### config.mk
export PLATFORM = sky130hd
export DESIGN_NAME = operand_fetch_flat
export DESIGN_NICKNAME = d
export VERILOG_FILES = /design/src/rtl/operand_fetch_if.sv /design/src/rtl/operand_fetch.sv /design/src/flat_wrapper.sv
export SDC_FILE = /design/constraint.sdc
export NUM_CORES = 1
export LEC_CHECK = 0
export CORE_ASPECT_RATIO = 0.7
export CORE_MARGIN = 5
export CORE_UTILIZATION = 35
export CTS_BUF_LIST = sky130_fd_sc_hd__clkbuf_4
export CTS_CLUSTER_SIZE = 30
export DETAILED_ROUTE_END_ITERATION = 6
export GPL_TIMING_DRIVEN = 0
export PLACE_DENSITY_LB_ADDON = 0.08
export RECOVER_POWER = 25
export SLEW_MARGIN = 0
export SYNTH_ARGS = -nofsm -noshare
export SYNTH_HDL_FRONTEND = slang
export SYNTH_SLANG_ARGS = --single-unit
### constraint.sdc
create_clock -name clk -period 3.1 [get_ports clk]
set_clock_uncertainty 0.05 [all_clocks]
set_input_delay 0.465 -clock clk [delete_from_list [all_inputs] [get_ports clk]]
set_output_delay 0.465 -clock clk [all_outputs]
set_load 0.03 [all_outputs]
### src/rtl/operand_fetch_if.sv
// Operand-fetch bus bundle: issue request, register-file read/write ports,
// operand bundle output and writeback request.
//   slave  : view used by operand_fetch
//   master : view used by whatever surrounds the block (pipeline + regfile)
interface operand_fetch_if;
  localparam int unsigned AW = 5;
  localparam int unsigned DW = 32;

  // Issue request
  logic          in_valid;
  logic          in_ready;
  logic [AW-1:0] in_rs;
  logic [AW-1:0] in_rt;
  logic [AW-1:0] in_rd;
  logic          in_rd_we;

  // Register-file read ports (combinational data, same-cycle write bypass)
  logic [AW-1:0] gpr_rd_addr_0;
  logic [AW-1:0] gpr_rd_addr_1;
  logic [DW-1:0] gpr_rd_data_0;
  logic [DW-1:0] gpr_rd_data_1;

  // Register-file write port
  logic          gpr_we;
  logic [AW-1:0] gpr_wr_addr;
  logic [DW-1:0] gpr_wr_data;

  // Operand bundle
  logic          out_valid;
  logic          out_ready;
  logic [DW-1:0] out_op0;
  logic [DW-1:0] out_op1;
  logic [AW-1:0] out_rd;
  logic          out_rd_we;

  // Writeback request and sticky error
  logic          wb_valid;
  logic [AW-1:0] wb_addr;
  logic [DW-1:0] wb_data;
  logic          wb_err;

  modport slave (
    input  in_valid, in_rs, in_rt, in_rd, in_rd_we,
    output in_ready,
    output gpr_rd_addr_0, gpr_rd_addr_1,
    input  gpr_rd_data_0, gpr_rd_data_1,
    output gpr_we, gpr_wr_addr, gpr_wr_data,
    output out_valid, out_op0, out_op1, out_rd, out_rd_we,
    input  out_ready,
    input  wb_valid, wb_addr, wb_data,
    output wb_err
  );

  modport master (
    output in_valid, in_rs, in_rt, in_rd, in_rd_we,
    input  in_ready,
    input  gpr_rd_addr_0, gpr_rd_addr_1,
    output gpr_rd_data_0, gpr_rd_data_1,
    input  gpr_we, gpr_wr_addr, gpr_wr_data,
    input  out_valid, out_op0, out_op1, out_rd, out_rd_we,
    output out_ready,
    output wb_valid, wb_addr, wb_data,
    input  wb_err
  );
endinterface

### src/rtl/operand_fetch.sv
// Operand fetch stage with a per-register pending-write scoreboard.
// Reads both source operands from the register file, stalls on RAW/WAW
// hazards against outstanding writes, and registers writebacks into the
// register-file write port one cycle after they arrive.
// Ports:
//   clk  - rising-edge clock
//   rst  - asynchronous active-low reset
//   bus  - operand_fetch_if.slave (issue, gpr read/write, bundle, writeback)
module operand_fetch (
  input  logic              clk,
  input  logic              rst,
  operand_fetch_if.slave    bus
);
  localparam int unsigned NREG = 32;
  localparam int unsigned DW   = 32;

  logic [NREG-1:0] pend;
  logic [NREG-1:0] pend_d;
  logic [NREG-1:0] set_vec;
  logic [NREG-1:0] clr_vec;
  logic            hazard;
  logic            accept;
  logic            wb_fire;

  // Register-file read addresses follow the issue request directly
  assign bus.gpr_rd_addr_0 = bus.in_rs;
  assign bus.gpr_rd_addr_1 = bus.in_rt;

  // RAW on either source, WAW on the destination; r0 never hazards
  always_comb begin
    hazard = 1'b0;
    if ((bus.in_rs != '0) && pend[bus.in_rs])
      hazard = 1'b1;
    if ((bus.in_rt != '0) && pend[bus.in_rt])
      hazard = 1'b1;
    if (bus.in_rd_we && (bus.in_rd != '0) && pend[bus.in_rd])
      hazard = 1'b1;
  end

  assign bus.in_ready = (~bus.out_valid | bus.out_ready) & ~hazard;
  assign accept       = bus.in_valid & bus.in_ready;
  assign wb_fire      = bus.wb_valid & (bus.wb_addr != '0);

  // Scoreboard update: a clear retires the write currently on the gpr port,
  // a set from the same edge is applied after it so the set wins
  always_comb begin
    set_vec = '0;
    clr_vec = '0;
    if (accept && bus.in_rd_we && (bus.in_rd != '0))
      set_vec = NREG'(1) << bus.in_rd;
    if (bus.gpr_we)
      clr_vec = NREG'(1) << bus.gpr_wr_addr;
    pend_d    = (pend & ~clr_vec) | set_vec;
    pend_d[0] = 1'b0;
  end

  // Scoreboard register
  always_ff @(posedge clk or negedge rst) begin
    if (!rst)
      pend <= '0;
    else
      pend <= pend_d;
  end

  // Operand bundle register: load on accept, drop when consumed, else hold
  always_ff @(posedge clk or negedge rst) begin
    if (!rst) begin
      bus.out_valid <= 1'b0;
      bus.out_op0   <= '0;
      bus.out_op1   <= '0;
      bus.out_rd    <= '0;
      bus.out_rd_we <= 1'b0;
    end else if (accept) begin
      bus.out_valid <= 1'b1;
      bus.out_op0   <= (bus.in_rs == '0) ? DW'(0) : bus.gpr_rd_data_0;
      bus.out_op1   <= (bus.in_rt == '0) ? DW'(0) : bus.gpr_rd_data_1;
      bus.out_rd    <= bus.in_rd;
      bus.out_rd_we <= bus.in_rd_we & (bus.in_rd != '0);
    end else if (bus.out_ready) begin
      bus.out_valid <= 1'b0;
    end
  end

  // Writeback stage; r0 writes are dropped silently, writes to a register
  // with nothing outstanding still go through but raise the sticky error
  always_ff @(posedge clk or negedge rst) begin
    if (!rst) begin
      bus.gpr_we      <= 1'b0;
      bus.gpr_wr_addr <= '0;
      bus.gpr_wr_data <= '0;
      bus.wb_err      <= 1'b0;
    end else begin
      bus.gpr_we <= wb_fire;
      if (wb_fire) begin
        bus.gpr_wr_addr <= bus.wb_addr;
        bus.gpr_wr_data <= bus.wb_data;
        if (!pend[bus.wb_addr])
          bus.wb_err <= 1'b1;
      end
    end
  end
endmodule

### src/flat_wrapper.sv
// flat-port wrapper written by rule: the top's interface ports become plain ports
module operand_fetch_flat 
  (clk, rst, bus_in_valid, bus_in_rs, bus_in_rt, bus_in_rd, bus_in_rd_we, bus_in_ready, bus_gpr_rd_addr_0, bus_gpr_rd_addr_1, bus_gpr_rd_data_0, bus_gpr_rd_data_1, bus_gpr_we, bus_gpr_wr_addr, bus_gpr_wr_data, bus_out_valid, bus_out_op0, bus_out_op1, bus_out_rd, bus_out_rd_we, bus_out_ready, bus_wb_valid, bus_wb_addr, bus_wb_data, bus_wb_err);
  operand_fetch_if bus_i ();
  input  logic clk;
  input  logic rst;
  input wire logic [$bits(bus_i.in_valid)-1:0] bus_in_valid;
  input wire logic [$bits(bus_i.in_rs)-1:0] bus_in_rs;
  input wire logic [$bits(bus_i.in_rt)-1:0] bus_in_rt;
  input wire logic [$bits(bus_i.in_rd)-1:0] bus_in_rd;
  input wire logic [$bits(bus_i.in_rd_we)-1:0] bus_in_rd_we;
  output wire logic [$bits(bus_i.in_ready)-1:0] bus_in_ready;
  output wire logic [$bits(bus_i.gpr_rd_addr_0)-1:0] bus_gpr_rd_addr_0;
  output wire logic [$bits(bus_i.gpr_rd_addr_1)-1:0] bus_gpr_rd_addr_1;
  input wire logic [$bits(bus_i.gpr_rd_data_0)-1:0] bus_gpr_rd_data_0;
  input wire logic [$bits(bus_i.gpr_rd_data_1)-1:0] bus_gpr_rd_data_1;
  output wire logic [$bits(bus_i.gpr_we)-1:0] bus_gpr_we;
  output wire logic [$bits(bus_i.gpr_wr_addr)-1:0] bus_gpr_wr_addr;
  output wire logic [$bits(bus_i.gpr_wr_data)-1:0] bus_gpr_wr_data;
  output wire logic [$bits(bus_i.out_valid)-1:0] bus_out_valid;
  output wire logic [$bits(bus_i.out_op0)-1:0] bus_out_op0;
  output wire logic [$bits(bus_i.out_op1)-1:0] bus_out_op1;
  output wire logic [$bits(bus_i.out_rd)-1:0] bus_out_rd;
  output wire logic [$bits(bus_i.out_rd_we)-1:0] bus_out_rd_we;
  input wire logic [$bits(bus_i.out_ready)-1:0] bus_out_ready;
  input wire logic [$bits(bus_i.wb_valid)-1:0] bus_wb_valid;
  input wire logic [$bits(bus_i.wb_addr)-1:0] bus_wb_addr;
  input wire logic [$bits(bus_i.wb_data)-1:0] bus_wb_data;
  output wire logic [$bits(bus_i.wb_err)-1:0] bus_wb_err;
  assign bus_i.in_valid = bus_in_valid;
  assign bus_i.in_rs = bus_in_rs;
  assign bus_i.in_rt = bus_in_rt;
  assign bus_i.in_rd = bus_in_rd;
  assign bus_i.in_rd_we = bus_in_rd_we;
  assign bus_in_ready = bus_i.in_ready;
  assign bus_gpr_rd_addr_0 = bus_i.gpr_rd_addr_0;
  assign bus_gpr_rd_addr_1 = bus_i.gpr_rd_addr_1;
  assign bus_i.gpr_rd_data_0 = bus_gpr_rd_data_0;
  assign bus_i.gpr_rd_data_1 = bus_gpr_rd_data_1;
  assign bus_gpr_we = bus_i.gpr_we;
  assign bus_gpr_wr_addr = bus_i.gpr_wr_addr;
  assign bus_gpr_wr_data = bus_i.gpr_wr_data;
  assign bus_out_valid = bus_i.out_valid;
  assign bus_out_op0 = bus_i.out_op0;
  assign bus_out_op1 = bus_i.out_op1;
  assign bus_out_rd = bus_i.out_rd;
  assign bus_out_rd_we = bus_i.out_rd_we;
  assign bus_i.out_ready = bus_out_ready;
  assign bus_i.wb_valid = bus_wb_valid;
  assign bus_i.wb_addr = bus_wb_addr;
  assign bus_i.wb_data = bus_wb_data;
  assign bus_wb_err = bus_i.wb_err;
  operand_fetch u_core (.clk(clk), .rst(rst), .bus(bus_i));
endmodule
# After elaboration in Yosys (flattened, before gate mapping)
# Index checks and enable logic that the tools add are counted.
# W data, S select, Z words.
# totals
register_bits	141
inputBits	122
out_inout_bits	121
word_cells	58
# op_classes
n_lt_le_gt_ge	4
n_shift	2
n_mux	17
bitwise	11
reduce_logical	14
# ops
operator	count
$mux W32	4
$shl A1 B5 Y32 const A	2
$and A32 B32 Y32	1
$not A32 Y32	1
$or A32 B32 Y32	1
$lt A5 B6 Y1 const B	4
$bmux W1 S5	4
$reduce_bool A5 Y1	4
$logic_not A5 Y1	2
$mux W1	9
$logic_and A1 B1 Y1	6
$and A1 B1 Y1	4
$not A1 Y1	3
$reduce_and A2 Y1	1
$reduce_bool A2 Y1	1
$or A1 B1 Y1	1

# Depth between registers and ports, before layout
# logic_depth
ltp_word	13
depth_mapped	10
mapped_depth_nobuf	6

# Worst setup path after synthesis
# No wires, ideal clock.
# synth_path
kind	input port to output port
from	in bus_in_rt[0]
to	out bus_in_ready
arrival_ns	2.049
t_required_ns	2.585
setup_slack_ns	0.536
cell_stages	6
path_buffers	1
path_cell_list	buf_2 > mux4_2 > nand2_1 > o21ai_0 > o311ai_1 > and3_1
# synth_via
elab_chain_cells	7
# synth_lines
item	line	text
start: declaration	flat_wrapper.sv:9	input wire logic [$bits(bus_i.in_rt)-1:0] bus_in_rt;
$bmux W1 S5	operand_fetch.sv:34	if ((bus.in_rt != '0) && pend[bus.in_rt])
$mux W1 (implied by the code)	operand_fetch.sv:34	
$logic_and A1 B1 Y1 *	operand_fetch.sv:34	
$mux W1 *	operand_fetch.sv:34	
$mux W1 *	operand_fetch.sv:36	if (bus.in_rd_we && (bus.in_rd != '0) && pend[bus.in_rd])
$not A1 Y1 *	operand_fetch.sv:40	assign bus.in_ready = (~bus.out_valid | bus.out_ready) & ~hazard;
$and A1 B1 Y1 *	operand_fetch.sv:40	
end: declaration	flat_wrapper.sv:12	output wire logic [$bits(bus_i.in_ready)-1:0] bus_in_ready;
# Every way passes the cells marked *; elsewhere a longest branch is shown, timed or not. The select of a mux whose other input is x is not followed.

# Worst setup path after layout
# layout_path
from	in bus_in_rs[2]
to	out bus_in_ready
# layout_via
elab_chain_cells	8
# layout_lines
item	line	text
start: declaration	flat_wrapper.sv:8	input wire logic [$bits(bus_i.in_rs)-1:0] bus_in_rs;
$bmux W1 S5	operand_fetch.sv:32	if ((bus.in_rs != '0) && pend[bus.in_rs])
$mux W1 (implied by the code)	operand_fetch.sv:32	
$logic_and A1 B1 Y1 *	operand_fetch.sv:32	
$mux W1 *	operand_fetch.sv:32	
$mux W1 *	operand_fetch.sv:34	
$mux W1 *	operand_fetch.sv:36	
$not A1 Y1 *	operand_fetch.sv:40	
$and A1 B1 Y1 *	operand_fetch.sv:40	
# Marks and branches as above.

==> impl_results.rst <==
.. list-table::
   :header-rows: 1

   * - Metric
     - Value
   * - Cell type with the largest total area after synthesis
     - dfrtp_1
   * - Sum of negative setup slack
     - 0 ns
   * - Leading cell type in the layout, fill and taps excluded
     - clkdlybuf4s50_1
   * - Synthesis-to-finish area growth
     - 43.7%
   * - Maximum clock insertion buffer count
     - 2
   * - Worst setup slack after layout
     - 0.149 ns
   * - Core Footprint
     - 20500 um2
   * - Mapped Area
     - 7230 um2
   * - Worst vdd ir
     - 487 uV
   * - Die Area
     - 23700 um2
   * - Met3 wire len
     - 2350 um
   * - Area after detailed placement
     - 9960 um2
   * - Maximum operating frequency
     - 0.339 GHz
   * - Number of enable flip-flop cells after synthesis
     - 0
   * - Leakage power of the design
     - 0.00510 uW
   * - Kind of launch point of the worst setup path
     - input port
   * - Die extent in y
     - 130 um
   * - Clock slew at reported path FFs
     - 0.11 ns
   * - TritonCTS buffer count
     - 17
   * - CTS Root Buffer Type
     - clkbuf_4
   * - Yosys top cell area share
     - 48.8%
   * - Setup-failing EPs final
     - 0
   * - DRC violation count after routing
     - 0
   * - Power density over the cells
     - 777 nW/um2
   * - PortBufs
     - 235
   * - Worst min-delay path class
     - in -> reg
   * - Clock Sink Count
     - 141
   * - Total iterations of the first detailed-routing run
     - 4
   * - Portion of the post-synthesis area used by sequential elements
     - 48.8%
   * - Count of different cell masters after synthesis
     - 42
   * - HPWL after DPL
     - 16400 um
   * - Number of vias per cell after detailed routing
     - 4.81
   * - Via count of the routed design
     - 6007
   * - Final cell count without fillers
     - 1248
   * - Worst Max-Slew Pin Slew
     - 1.46 ns
   * - Final count of hold timing violations
     - 0
   * - Cell count after synthesis
     - 699
   * - Arrival time of the worst setup path
     - 2.44 ns
   * - DRT iter0 DRCs
     - 365
   * - Grt total ovfl
     - 0
   * - Leading cell types in the layout, fill and taps excluded
     - 229 x clkdlybuf4s50_1, 189 x nand2_1, 131 x dfrtp_1
   * - Insertion delay of the later-clocked pin in the worst-skew pair
     - 0.53 ns
   * - Pins over their slew limit
     - 0
   * - Register bit count reported by yosys
     - 141
   * - Synth Warn #
     - 0
   * - Number of antenna-violating nets in the routed design
     - 0
   * - Min Clock Period, post-route
     - 2.95 ns
   * - H-tree depth
     - 4
   * - Final period utilization
     - 95.2%
   * - Top sig layer
     - met4
   * - Placer's final routability congestion estimate
     - 0.833
   * - Final-layout fill cell count
     - 1912
   * - CTS tree
     - done
   * - First-pass GRT wire length
     - 34300 um
   * - Critical Path Fanout Max
     - 10
   * - Effective utilization at floorplan
     - 35.2%
   * - IO Pins
     - 243
   * - Share of cells above drive strength 1
     - 13.0%
   * - Fraction of registers with async set or reset after synthesis
     - 100%
   * - Total wire length
     - 21900 um
   * - Dominant cells by area after synthesis
     - dfrtp_1 49%, mux2i_1 10%, nand2_1 9.8%, mux4_2 8.4%, inv_1 3.7%
   * - Relative slew slack
     - 2.49%
   * - Result of the run
     - complete, no violations
   * - Floorplan row count
     - 44
   * - Average routed wire per standard cell
     - 17.5 um
   * - Total length of routed met2 wires
     - 8960 um
   * - Vias in the first global route
     - 5983
   * - Largest net degree at the start of global routing
     - 87
   * - Met1 Routed Length
     - 10300 um
   * - Placed Cells
     - 1211
   * - Final design area excluding fillers
     - 10400 um2
   * - Total nets after synthesis
     - 821
   * - Endpoint required time on the critical path
     - 2.58 ns
   * - Antenna diode count
     - 0
   * - Kind of end point of the critical path
     - output pin
   * - Primary FF master, synth
     - dfrtp_1
   * - Worst setup slack before clock tree synthesis
     - -0.874 ns
   * - Width of the chip
     - 182 um
   * - Initial antenna violation count
     - 0
   * - Type of the setup path with the least slack
     - in -> out
   * - Final #Nets
     - 1081
   * - Gr usage total
     - 18.4%
   * - Number of maximum-capacitance constraint violations
     - 0
   * - Hold Worst Slack
     - 0.288 ns
   * - Mean area per synthesized cell
     - 10.3 um2
## synth_stat cells, drive strengths merged, types with 2 or more instances
master,instances
nand3b,2
nand2,189
a31oi,3
or2,2
mux2,11
a2111oi,4
o21ai,34
nand4,3
nor2b,5
o31ai,32
inv,72
dfrtp,141
mux2i,73
nor2,2
clkbuf,23
buf,28
o22ai,2
nand4b,2
o211ai,2
mux4,27
nand2b,10
nand3,12
nor3,4
or3,7
nor4,2
## flip-flops by register name, summed over array words and instances (netlist names)
signal / flops
u_core.bus.gpr_wr_data: 32
u_core.bus.out_op0: 32
u_core.bus.out_op1: 32
u_core.pend: 31
u_core.bus.gpr_wr_addr: 5
u_core.bus.out_rd: 5
u_core.bus.gpr_we: 1
u_core.bus.out_rd_we: 1
u_core.bus.out_valid: 1
u_core.bus.wb_err: 1
## kinds of logic after synthesis
kind of cell           Yosys count  share of synthesized area (%)
AO/OA/AOI/OAI                   81                           7.56
buffers and inverters          123                           8.98
AND/OR/NAND/NOR                243                           14.4
multiplexers                   111                           20.2
flip-flops                     141                           48.8
## final cells by class
| type | count | area (um2) | area share [%] |
|---|---|---|---|
| sequential | 141 | 3540 | 34.1 |
| multi-input combinational | 435 | 3100 | 29.8 |
| timing repair buffer | 241 | 2410 | 23.2 |
| buffer | 51 | 399 | 3.84 |
| tap | 276 | 345 | 3.32 |
| inverter | 72 | 270 | 2.60 |
| clock inverter | 13 | 186 | 1.79 |
| clock buffer | 19 | 143 | 1.37 |
## stage by stage
step | power (uW) | utilization [%]
after detailed placement | 6680 | 48.5
after CTS | 8120 | 50.3
after global routing | 8550 | 50.6
final | 8070 | 50.6
after global placement | 6660 | 48.3
after floorplan | 5010 | -
## worst paths after layout
check | from | to | slack [ns] | cells past startpoint
worst max register to register | u_core.pend[22]$_DFF_PN0_ | u_core.pend[27]$_DFF_PN0_ | 0.40 | 10
worst min register to register | u_core.bus.gpr_wr_data[3]$_DFFE_PN0P_ | u_core.bus.gpr_wr_data[3]$_DFFE_PN0P_ | 0.44 | 2
worst min-delay path | bus_in_rd_we | u_core.bus.out_rd_we$_DFFE_PN0P_ | 0.29 | 3
max in group asynchronous | rst | u_core.pend[20]$_DFF_PN0_ | 1.13 | 3
min in group asynchronous | rst | u_core.bus.gpr_wr_data[23]$_DFFE_PN0P_ | 0.75 | 2
worst max-delay path | bus_in_rs[2] | bus_in_ready | 0.15 | 8
## power breakdown
part | switching [uW] | internal [uW] | leakage (uW)
combinational | 1990 | 1700 | 0.00330
clock | 723 | 665 | 0.000178
sequential | 504 | 2490 | 0.00162
total | 3220 | 4850 | 0.00510
## routing by layer
layer | vias up | track usage (%)
li1 | 2883 | -
met1 | 2859 | 26.9
met2 | 245 | 25.4
met3 | 20 | 7.58
met4 | 0 | 4.37
met5 | - | 0
## what timing repair did
item	in CTS	in global routing
setup buffers	1	3
endpoints found under the hold margin	55	0
hold buffers	1	0
endpoints found under the setup margin	1	1
pin swaps	2	3
resized for setup	22	14
## worst max-delay path, stage by stage
cell,delay (ns)
clkdlybuf4s50_1,0.58
buf_6,0.18
mux2_2,0.33
nor3b_1,0.20
o41ai_1,0.11
o211ai_1,0.22
and3_1,0.19
buf_4,0.16
(Power assumes the default switching activity.)
